==> config.mk <==
export PLATFORM = sky130hd
export DESIGN_NAME = mem_stage_flat
export DESIGN_NICKNAME = d
export VERILOG_FILES = /design/src/rtl/mem_stage_if.sv /design/src/rtl/mem_stage.sv /design/src/flat_wrapper.sv
export SDC_FILE = /design/constraint.sdc
export NUM_CORES = 1
export LEC_CHECK = 0
export ABC_CLOCK_PERIOD_IN_PS = 5500
export CORE_AREA = 2 2 176 178
export CTS_BUF_LIST = sky130_fd_sc_hd__clkbuf_4 sky130_fd_sc_hd__clkbuf_8
export DETAILED_ROUTE_END_ITERATION = 16
export DIE_AREA = 0 0 178 180
export GPL_TIMING_DRIVEN = 0
export PLACE_DENSITY = 0.67
export SLEW_MARGIN = 15
export SYNTH_ARGS = -nofsm -noshare
export SYNTH_HDL_FRONTEND = slang
export SYNTH_SLANG_ARGS = --single-unit
export TNS_END_PERCENT = 5
==> constraint.sdc <==
create_clock -name cpu_clk_50M -period 5.5 [get_ports cpu_clk_50M]
set_clock_uncertainty 0.2 [all_clocks]
set_input_delay 0.825 -clock cpu_clk_50M [delete_from_list [all_inputs] [get_ports cpu_clk_50M]]
set_output_delay 0.825 -clock cpu_clk_50M [all_outputs]
set_load 0.005 [all_outputs]
==> src/rtl/mem_stage_if.sv <==
// ---------------------------------------------------------------------------
// mem_stage_if
// Data-memory bus between the MEM pipeline stage and the data memory.
//
// Signals
//   dce_o       stage -> memory  request strobe
//   daddr_o     stage -> memory  word-aligned byte address
//   we_o        stage -> memory  byte write strobes (zero for loads)
//   din_o       stage -> memory  write data, already placed in its byte lanes
//   dm_rdata_i  memory -> stage  read data (full word)
//   dm_ack_i    memory -> stage  request acknowledge
//
// Modports
//   master  the MEM stage
//   slave   the data memory
// ---------------------------------------------------------------------------
interface mem_stage_if;
    logic        dce_o;
    logic [31:0] daddr_o;
    logic [3:0]  we_o;
    logic [31:0] din_o;
    logic [31:0] dm_rdata_i;
    logic        dm_ack_i;

    modport master (
        output dce_o,
        output daddr_o,
        output we_o,
        output din_o,
        input  dm_rdata_i,
        input  dm_ack_i
    );

    modport slave (
        input  dce_o,
        input  daddr_o,
        input  we_o,
        input  din_o,
        output dm_rdata_i,
        output dm_ack_i
    );
endinterface

==> src/rtl/mem_stage.sv <==
// ---------------------------------------------------------------------------
// mem_stage
// MEM stage of the MiniMIPS32 pipeline. Issues LB/LW/SB/SW to the data memory
// through a handshake (request, wait for ack, bounded by a timeout), checks
// word alignment, extracts load results and passes everything else through to
// writeback and the forwarding paths.
//
// Ports
//   cpu_clk_50M, cpu_rst_n          clock, async active-low reset
//   mem_aluop_i                     operation code from EX/MEM
//   mem_wa_i/mem_wreg_i/mem_mreg_i  destination, write enable, load flag
//   mem_wd_i                        ALU result / effective address
//   mem_din_i                       store data
//   mem_whilo_i/mem_hilo_i          HI/LO write enable and value {HI,LO}
//   dmem                            data-memory bus (master modport)
//   mem_wa_o/mem_wreg_o/mem_dreg_o  writeback destination, enable, data
//   mem_whilo_o/mem_hilo_o          HI/LO to writeback
//   mem2id_*                        register forwarding to ID
//   mem2exe_*                       HI/LO forwarding to EX
//   stallreq_mem                    stall request while an access is open
//   mem_exccode_o                   1F none, 04 ADEL, 05 ADES, 07 DBE
// ---------------------------------------------------------------------------
module mem_stage #(
    parameter logic [7:0] MAX_WAIT = 8'd15
) (
    input  logic        cpu_clk_50M,
    input  logic        cpu_rst_n,

    input  logic [7:0]  mem_aluop_i,
    input  logic [4:0]  mem_wa_i,
    input  logic        mem_wreg_i,
    input  logic        mem_mreg_i,
    input  logic [31:0] mem_wd_i,
    input  logic [31:0] mem_din_i,
    input  logic        mem_whilo_i,
    input  logic [63:0] mem_hilo_i,

    mem_stage_if.master dmem,

    output logic [4:0]  mem_wa_o,
    output logic        mem_wreg_o,
    output logic [31:0] mem_dreg_o,
    output logic        mem_whilo_o,
    output logic [63:0] mem_hilo_o,

    output logic        mem2id_wreg,
    output logic [4:0]  mem2id_wa,
    output logic [31:0] mem2id_wd,

    output logic        mem2exe_whilo,
    output logic [63:0] mem2exe_hilo,

    output logic        stallreq_mem,
    output logic [4:0]  mem_exccode_o
);

    // MiniMIPS32 memory opcodes
    localparam logic [7:0] OP_LB = 8'h90;
    localparam logic [7:0] OP_LW = 8'h92;
    localparam logic [7:0] OP_SB = 8'h98;
    localparam logic [7:0] OP_SW = 8'h9A;

    localparam logic [4:0] EXC_NONE = 5'h1F;
    localparam logic [4:0] EXC_ADEL = 5'h04;
    localparam logic [4:0] EXC_ADES = 5'h05;
    localparam logic [4:0] EXC_DBE  = 5'h07;

    typedef enum logic [1:0] {
        S_IDLE = 2'd0,
        S_WAIT = 2'd1,
        S_DONE = 2'd2
    } state_t;

    state_t      state_q, state_d;
    logic [7:0]  cnt_q, cnt_d;
    logic [31:0] lbuf_q, lbuf_d;
    logic        abort_q, abort_d;
    logic [31:0] addr_q, addr_d;
    logic [3:0]  we_q, we_d;
    logic [31:0] wdat_q, wdat_d;

    logic        is_lb, is_lw, is_sb, is_sw, is_mem;
    logic        misaligned, req_ok;
    logic [31:0] issue_addr;
    logic [3:0]  issue_we;
    logic [31:0] issue_din;

    logic        dce, stall;
    logic [31:0] bus_addr, bus_din;
    logic [3:0]  bus_we;

    logic [31:0] shifted;
    logic [31:0] load_res;

    assign is_lb  = (mem_aluop_i == OP_LB);
    assign is_lw  = (mem_aluop_i == OP_LW);
    assign is_sb  = (mem_aluop_i == OP_SB);
    assign is_sw  = (mem_aluop_i == OP_SW);
    assign is_mem = is_lb | is_lw | is_sb | is_sw;

    // Only word accesses can be misaligned; a misaligned access never reaches the bus
    assign misaligned = (is_lw | is_sw) & (mem_wd_i[1:0] != 2'b00);
    assign req_ok     = is_mem & ~misaligned;

    assign issue_addr = {mem_wd_i[31:2], 2'b00};
    assign issue_we   = is_sb ? (4'b0001 << mem_wd_i[1:0]) : (is_sw ? 4'hF : 4'h0);
    assign issue_din  = is_sb ? {4{mem_din_i[7:0]}} : (is_sw ? mem_din_i : 32'h0);

    always_ff @(posedge cpu_clk_50M or negedge cpu_rst_n) begin
        if (!cpu_rst_n) begin
            state_q <= S_IDLE;
            cnt_q   <= 8'd0;
            lbuf_q  <= 32'd0;
            abort_q <= 1'b0;
            addr_q  <= 32'd0;
            we_q    <= 4'd0;
            wdat_q  <= 32'd0;
        end else begin
            state_q <= state_d;
            cnt_q   <= cnt_d;
            lbuf_q  <= lbuf_d;
            abort_q <= abort_d;
            addr_q  <= addr_d;
            we_q    <= we_d;
            wdat_q  <= wdat_d;
        end
    end

    // Request FSM. The bus fields are latched at issue so they stay frozen in
    // WAIT no matter what happens upstream. An ack in the timeout cycle is
    // checked before the timeout, so it completes normally.
    always_comb begin
        state_d  = state_q;
        cnt_d    = cnt_q;
        lbuf_d   = lbuf_q;
        abort_d  = abort_q;
        addr_d   = addr_q;
        we_d     = we_q;
        wdat_d   = wdat_q;
        dce      = 1'b0;
        stall    = 1'b0;
        bus_addr = 32'd0;
        bus_we   = 4'd0;
        bus_din  = 32'd0;

        case (state_q)
            S_IDLE: begin
                if (req_ok) begin
                    dce      = 1'b1;
                    stall    = 1'b1;
                    bus_addr = issue_addr;
                    bus_we   = issue_we;
                    bus_din  = issue_din;
                    addr_d   = issue_addr;
                    we_d     = issue_we;
                    wdat_d   = issue_din;
                    abort_d  = 1'b0;
                    if (dmem.dm_ack_i) begin
                        lbuf_d  = dmem.dm_rdata_i;
                        state_d = S_DONE;
                    end else begin
                        cnt_d   = 8'd0;
                        state_d = S_WAIT;
                    end
                end
            end
            S_WAIT: begin
                dce      = 1'b1;
                stall    = 1'b1;
                bus_addr = addr_q;
                bus_we   = we_q;
                bus_din  = wdat_q;
                if (dmem.dm_ack_i) begin
                    lbuf_d  = dmem.dm_rdata_i;
                    state_d = S_DONE;
                end else begin
                    cnt_d = cnt_q + 8'd1;
                    if (cnt_q == MAX_WAIT - 8'd1) begin
                        abort_d = 1'b1;
                        state_d = S_DONE;
                    end
                end
            end
            S_DONE: begin
                state_d = S_IDLE;
            end
            default: begin
                state_d = S_IDLE;
            end
        endcase
    end

    // Byte select for LB: shift the addressed byte down to bit 0
    assign shifted = lbuf_q >> {mem_wd_i[1:0], 3'b000};

    always_comb begin
        load_res = 32'd0;
        if (is_lw) begin
            load_res = lbuf_q;
        end else if (is_lb) begin
            load_res = {{24{shifted[7]}}, shifted[7:0]};
        end
    end

    // Writeback / forwarding. Exceptions suppress the register write; reset
    // forces every output to its idle value immediately, even mid-access.
    always_comb begin
        mem_wa_o      = mem_wa_i;
        mem_wreg_o    = mem_wreg_i;
        mem_dreg_o    = mem_mreg_i ? load_res : mem_wd_i;
        mem_whilo_o   = mem_whilo_i;
        mem_hilo_o    = mem_hilo_i;
        mem2exe_whilo = mem_whilo_i;
        mem2exe_hilo  = mem_hilo_i;
        stallreq_mem  = stall;
        mem_exccode_o = EXC_NONE;

        if (misaligned) begin
            mem_wreg_o    = 1'b0;
            mem_whilo_o   = 1'b0;
            mem_exccode_o = is_lw ? EXC_ADEL : EXC_ADES;
        end else if ((state_q == S_DONE) && abort_q) begin
            mem_wreg_o    = 1'b0;
            mem_exccode_o = EXC_DBE;
        end

        if (!cpu_rst_n) begin
            mem_wa_o      = 5'd0;
            mem_wreg_o    = 1'b0;
            mem_dreg_o    = 32'd0;
            mem_whilo_o   = 1'b0;
            mem_hilo_o    = 64'd0;
            mem2exe_whilo = 1'b0;
            mem2exe_hilo  = 64'd0;
            stallreq_mem  = 1'b0;
            mem_exccode_o = EXC_NONE;
        end
    end

    assign mem2id_wreg = mem_wreg_o;
    assign mem2id_wa   = mem_wa_o;
    assign mem2id_wd   = mem_dreg_o;

    assign dmem.dce_o   = dce & cpu_rst_n;
    assign dmem.daddr_o = cpu_rst_n ? bus_addr : 32'd0;
    assign dmem.we_o    = cpu_rst_n ? bus_we : 4'd0;
    assign dmem.din_o   = cpu_rst_n ? bus_din : 32'd0;

endmodule

==> src/flat_wrapper.sv <==
// flat-port wrapper written by rule: the top's interface ports become plain ports
module mem_stage_flat 
#(
    parameter logic [7:0] MAX_WAIT = 8'd15
)
  (cpu_clk_50M, cpu_rst_n, mem_aluop_i, mem_wa_i, mem_wreg_i, mem_mreg_i, mem_wd_i, mem_din_i, mem_whilo_i, mem_hilo_i, mem_wa_o, mem_wreg_o, mem_dreg_o, mem_whilo_o, mem_hilo_o, mem2id_wreg, mem2id_wa, mem2id_wd, mem2exe_whilo, mem2exe_hilo, stallreq_mem, mem_exccode_o, dmem_dce_o, dmem_daddr_o, dmem_we_o, dmem_din_o, dmem_dm_rdata_i, dmem_dm_ack_i);
  mem_stage_if dmem_i ();
  input  logic cpu_clk_50M;
  input  logic cpu_rst_n;
  input  logic [7:0] mem_aluop_i;
  input  logic [4:0] mem_wa_i;
  input  logic mem_wreg_i;
  input  logic mem_mreg_i;
  input  logic [31:0] mem_wd_i;
  input  logic [31:0] mem_din_i;
  input  logic mem_whilo_i;
  input  logic [63:0] mem_hilo_i;
  output logic [4:0] mem_wa_o;
  output logic mem_wreg_o;
  output logic [31:0] mem_dreg_o;
  output logic mem_whilo_o;
  output logic [63:0] mem_hilo_o;
  output logic mem2id_wreg;
  output logic [4:0] mem2id_wa;
  output logic [31:0] mem2id_wd;
  output logic mem2exe_whilo;
  output logic [63:0] mem2exe_hilo;
  output logic stallreq_mem;
  output logic [4:0] mem_exccode_o;
  output wire logic [$bits(dmem_i.dce_o)-1:0] dmem_dce_o;
  output wire logic [$bits(dmem_i.daddr_o)-1:0] dmem_daddr_o;
  output wire logic [$bits(dmem_i.we_o)-1:0] dmem_we_o;
  output wire logic [$bits(dmem_i.din_o)-1:0] dmem_din_o;
  input wire logic [$bits(dmem_i.dm_rdata_i)-1:0] dmem_dm_rdata_i;
  input wire logic [$bits(dmem_i.dm_ack_i)-1:0] dmem_dm_ack_i;
  assign dmem_dce_o = dmem_i.dce_o;
  assign dmem_daddr_o = dmem_i.daddr_o;
  assign dmem_we_o = dmem_i.we_o;
  assign dmem_din_o = dmem_i.din_o;
  assign dmem_i.dm_rdata_i = dmem_dm_rdata_i;
  assign dmem_i.dm_ack_i = dmem_dm_ack_i;
  mem_stage #(.MAX_WAIT(MAX_WAIT)) u_core (.cpu_clk_50M(cpu_clk_50M), .cpu_rst_n(cpu_rst_n), .mem_aluop_i(mem_aluop_i), .mem_wa_i(mem_wa_i), .mem_wreg_i(mem_wreg_i), .mem_mreg_i(mem_mreg_i), .mem_wd_i(mem_wd_i), .mem_din_i(mem_din_i), .mem_whilo_i(mem_whilo_i), .mem_hilo_i(mem_hilo_i), .dmem(dmem_i), .mem_wa_o(mem_wa_o), .mem_wreg_o(mem_wreg_o), .mem_dreg_o(mem_dreg_o), .mem_whilo_o(mem_whilo_o), .mem_hilo_o(mem_hilo_o), .mem2id_wreg(mem2id_wreg), .mem2id_wa(mem2id_wa), .mem2id_wd(mem2id_wd), .mem2exe_whilo(mem2exe_whilo), .mem2exe_hilo(mem2exe_hilo), .stallreq_mem(stallreq_mem), .mem_exccode_o(mem_exccode_o));
endmodule
### After elaboration in Yosys (flattened, before gate mapping)

Index checks and enable logic that the tools add are counted.
W data, S select, Z words.

* flip-flop bits (word level): 109
* bits of input ports: 179
* output and inout port bits: 281
* word-level logic and storage cells: 87

* add/sub/neg operators: 1
* equality and inequality tests: 12
* shift operators: 2
* muxes and demuxes: 48
* bitwise gates (word level): 8
* reduce and logical (&&, ||, !) cells: 9

Operators with widths (number)
* $mux W32: 12
* $pmux W32 S2: 3
* $mux W64: 1
* $eq A8 B8 Y1 const B: 4
* $shr A32 B5 Y8: 1
* $mux W8: 3
* $mux W5: 4
* $mux W4: 4
* $pmux W8 S2: 1
* $mux W1: 12
* $add A8 B1 Y8 const B: 1
* $eq A8 B4 Y1 const B: 1
* $mux W2: 4
* $pmux W4 S2: 1
* $reduce_and A4 Y1: 2
* $reduce_and A2 Y1: 3
* $ne A2 B1 Y1 const B: 2
* $ne A2 B2 Y1 const B: 2
* $or A1 B1 Y1: 4
* $pmux W1 S2: 2
* $pmux W2 S2: 1
* $reduce_bool A2 Y1: 2
* $shl A1 B2 Y4 const A: 1
* $and A1 B1 Y1: 3
* other kinds (6): 6

### Depth between registers and ports, before layout

* depth in word-level cells: 8
* gate-level depth with buffers: 7
* mapped depth without buffers: 6

### Worst setup path after synthesis

Ideal clock, no wire load.

* path type: in2out
* start point: input port mem_aluop_i[2]
* end point: output port mem_dreg_o[11]
* arrival time: 2.220 ns
* setup slack: 2.255 ns
* stages: 6
* path through: or2_2 nor3_2 o21ai_1 buf_2 o21ai_0 buf_4

* cells in the longest elaborated chain, start to end: 5

RTL lines
* start, declared: RTL line flat_wrapper.sv:10 `input logic [7:0] mem_aluop_i;`
* $eq A8 B8 Y1: RTL line mem_stage.sv:95 `assign is_lb = (mem_aluop_i == OP_LB);`
* $mux W32: RTL line mem_stage.sv:200 `end else if (is_lb) begin`
* $mux W32 (*): RTL line mem_stage.sv:198 `if (is_lw) begin`
* $mux W32 (*): RTL line mem_stage.sv:210 `mem_dreg_o = mem_mreg_i ? load_res : mem_wd_i;`
* $mux W32 (*): RTL line mem_stage.sv:227 `if (!cpu_rst_n) begin`
* end, declared: RTL line flat_wrapper.sv:20 `output logic [31:0] mem_dreg_o;`

Every way passes the cells marked *; elsewhere a longest branch is shown, timed or not.

### Worst setup path in the final report

* start point: input port cpu_rst_n
* end point: output port dmem_din_o[8]

* cells in the longest elaborated chain, start to end: 1

RTL lines
* start, declared: RTL line flat_wrapper.sv:9 `input logic cpu_rst_n;`
* $mux W32: RTL line mem_stage.sv:247 `assign dmem.din_o = cpu_rst_n ? bus_din : 32'd0;`
* end, declared: RTL line flat_wrapper.sv:33 `output wire logic [$bits(dmem_i.din_o)-1:0] dmem_din_o;`

No other way between the ends.

==> results.py <==
metrics = {
    "outcome": {
        "status": "completed",
    },
    "worst_setup_path": {
        "r2r_start": "u_core.state_q[1]$_DFFE_PN0P_",
        "cp-startpoint": "cpu_rst_n",
        "arrival_ns": 4.03,
        "cp_max_fo": 54,
        "critPathKind": "input port to output pin",
        "cp-end-kind": "output pin",
        "cp.required_ns": 4.47,
        "ff2ff_path_depth": 7,
        "startpoint_type": "input port",
    },
    "cts": {
        "cts.sinks": 109,
        "cts.hold.buffers_added": 0,
        "clockBufferDepth": 2,
        "htreeDepth": 3,
        "cts_tree": "done",
        "clock_latency_ns": 0.40,
        "post_cts_buffers": 0,
        "clk_pin_slew_ns": 0.12,
        "clockRootBuffer": "clkbuf_8",
        "cts_buffers": 9,
        "post_cts_resized": 0,
    },
    "yosys": {
        "syn-cell-area_sq_um": 7190,
        "ys_ff_latch": 109,
        "synth_edf_count": 0,
        "yosysSeqAreaShare": 0.380,
        "postSynthCellCount": 801,
        "synthArstFlopShare": 1.00,
        "synth_ff_type": "dfrtp_1",
        "synth_cell_types": 52,
        "yosys_warnings": 0,
        "synth_area_per_cell_sq_um": 8.97,
    },
    "drt": {
        "wl_per_cell_microns": 19.4,
        "vias_per_cell": 4.55,
        "firstDrtPassIters": 5,
        "route.detailed.drc": 0,
        "ant_nets": 0,
        "routed-via-count": 7593,
        "drt_wl_total_microns": 32400,
        "drt_iter0_drc": 419,
    },
    "placement": {
        "io_buffers": 454,
        "placed_cell_area_sq_um": 12300,
        "dpl.hpwl_microns": 26300,
        "gp_congestion": 0.891,
        "pre_cts_slack_ns": 0.445,
    },
    "timing": {
        "tightestPinTransition_ns": 1.06,
        "hold_viol_final": 0,
        "setup_violations": 0,
        "max_freq_ghz": 0.198,
        "fin_crit_sh": 0.919,
        "slew_headroom": 0.289,
        "finalSetupTns_ns": 0,
        "fin_crit_ns": 5.05,
        "setup_ws_ns": 0.446,
        "rsz0062_at_grt": "no",
        "drv_slew": 0,
    },
    "cells_and_area": {
        "final_cell_mix": "clkdlybuf4s50_1 (453), dfrtp_1 (109), buf_4 (108)",
        "drive_gt1_frac": 0.170,
        "post-route-cell-area_sq_um": 12500,
        "layout_commonest_cell": "clkdlybuf4s50_1",
        "nNetsFinal": 1449,
        "syn2layout_area_growth_pct": 73.3,
    },
    "die": {
        "die_h_microns": 180,
        "start_util": 0.238,
        "io-pin-count": 460,
        "fp-row-count": 64,
        "die_w_microns": 178,
        "coreArea_sq_um": 30200,
        "dieArea_sq_um": 32000,
    },
    "global_routing": {
        "antenna_found_initial": 1,
        "grt_pass1_vias": 7935,
        "grt_max_degree": 62,
        "grt_use_total": 0.197,
        "gr-total-overflow": 0,
        "grt_pass1_wl_microns": 48300,
    },
    "power_and_ir_drop": {
        "irDropWorstVdd_mv": 0.111,
        "power_frac_comb": 0.288,
        "power_switching_mw": 0.611,
        "p_leak_nw": 5.25,
        "power.density_nw_per_um2": 168,
        "power.total_mw": 2.10,
        "seqPwrFrac": 0.465,
        "power.internal_mw": 1.49,
        "clkPwrFrac": 0.247,
        "p_sw_frac": 0.291,
    },
    "hold_path": {
        "holdCritPathClass": "input port to asynchronous set/reset pin",
    },
    "run": {
        "max_cap_viol_count": 0,
    },
}
## layer usage
| metal | share of wire | track usage | wire [microns] |
|---|---|---|---|
| met5 | 0 | 0 | 0 |
| met4 | 0.024 | 0.0564 | 770 |
| met3 | 0.085 | 0.0586 | 2760 |
| met2 | 0.49 | 0.340 | 15800 |
| met1 | 0.40 | 0.236 | 13100 |
## path summary, 6_finish.rpt
check / to / slack, ns
min reg2reg: u_core.wdat_q[27]$_DFFE_PN0P_ / 0.30
min in group cpu_clk_50M: u_core.wdat_q[27]$_DFFE_PN0P_ / 0.30
max in group asynchronous: u_core.wdat_q[11]$_DFFE_PN0P_ / 4.21
max reg2reg: u_core.wdat_q[11]$_DFFE_PN0P_ / 3.17
max: dmem_din_o[8] / 0.45
min: u_core.addr_q[16]$_DFFE_PN0P_ / 0.16
## cell type report
cell class,count,area (sq um)
Timing Repair Buffer,455,4570
Buffer,160,1050
Sequential cell,109,2730
Clock buffer,11,145
Multi-Input combinational cell,530,3400
Fill cell,3050,17700
Tap cell,396,495
Antenna cell,1,2.50
Clock inverter,5,48.8
Inverter,3,11.3
## cell usage after synthesis, types with 2 or more instances
cell	number	area, sq um
clkbuf_1	34	128
buf_4	108	811
buf_6	3	33.8
nor3_2	2	20.0
a22o_1	47	412
ha_1	2	25.0
nor4_1	2	12.5
mux2i_1	8	80.1
o311ai_0	7	61.3
nand4b_1	2	17.5
o21ai_1	21	105
nor2_1	41	154
nand4_1	5	31.3
buf_2	15	75.1
nand2_1	103	387
inv_1	3	11.3
a31o_2	3	26.3
a31oi_1	6	37.5
dfrtp_1	109	2730
and2_1	71	444
and3_1	2	12.5
nand3b_1	2	15.0
nor2b_1	12	75.1
nor3_1	4	20.0
mux2_2	61	687
a21oi_1	32	160
o21ai_0	63	315
mux2_1	3	33.8
a21boi_0	2	15.0
conb_1	2	7.51
nand2b_1	5	31.3
## registers in the layout, summed over array words and instances (netlist names)
name and cells:
u_core.abort_q 1, u_core.addr_q 30, u_core.cnt_q 8, u_core.lbuf_q 32, u_core.state_q 2, u_core.wdat_q 32
u_core.we_q 4
## worst max-delay path, stage by stage
cell,delay [ns]
buf_6,0.40
nand2b_1,0.10
clkbuf_1,0.24
nor2_1,0.86
clkbuf_1,0.68
nand2_1,0.10
o21ai_0,0.17
clkdlybuf4s50_1,0.59
## metrics by stage
step / instances / hold WS (ns) / utilization
floorplan: 802 / 0.250 / -
global placement: 1652 / 0.262 / 0.405
detailed placement: 1653 / 0.272 / 0.406
CTS: 1669 / 0.174 / 0.412
global route: 1670 / 0.170 / 0.413
finish: 1670 / 0.163 / 0.413
## power by group through the flow
stage	registers (mW)	clock network (mW)	logic, mW
2_1_floorplan	0.967	0	0.247
3_3_place_gp	0.986	0	0.596
3_5_place_dp	0.992	0	0.608
4_1_cts	0.976	0.534	0.612
5_1_grt	0.991	0.573	0.654
6_report	0.977	0.518	0.604
## cells by family after synthesis
logic type / after synthesis / synth area share
AO/OA/AOI/OAI: 190 / 0.170
adder cells (fa/ha/maj): 2 / 0.00348
buffers and inverters: 163 / 0.147
flip-flops: 109 / 0.380
multiplexers: 73 / 0.115
other: 2 / 0.00105
AND/OR/NAND/NOR: 262 / 0.184
No activity file was read; power rests on OpenSTA's default activity.
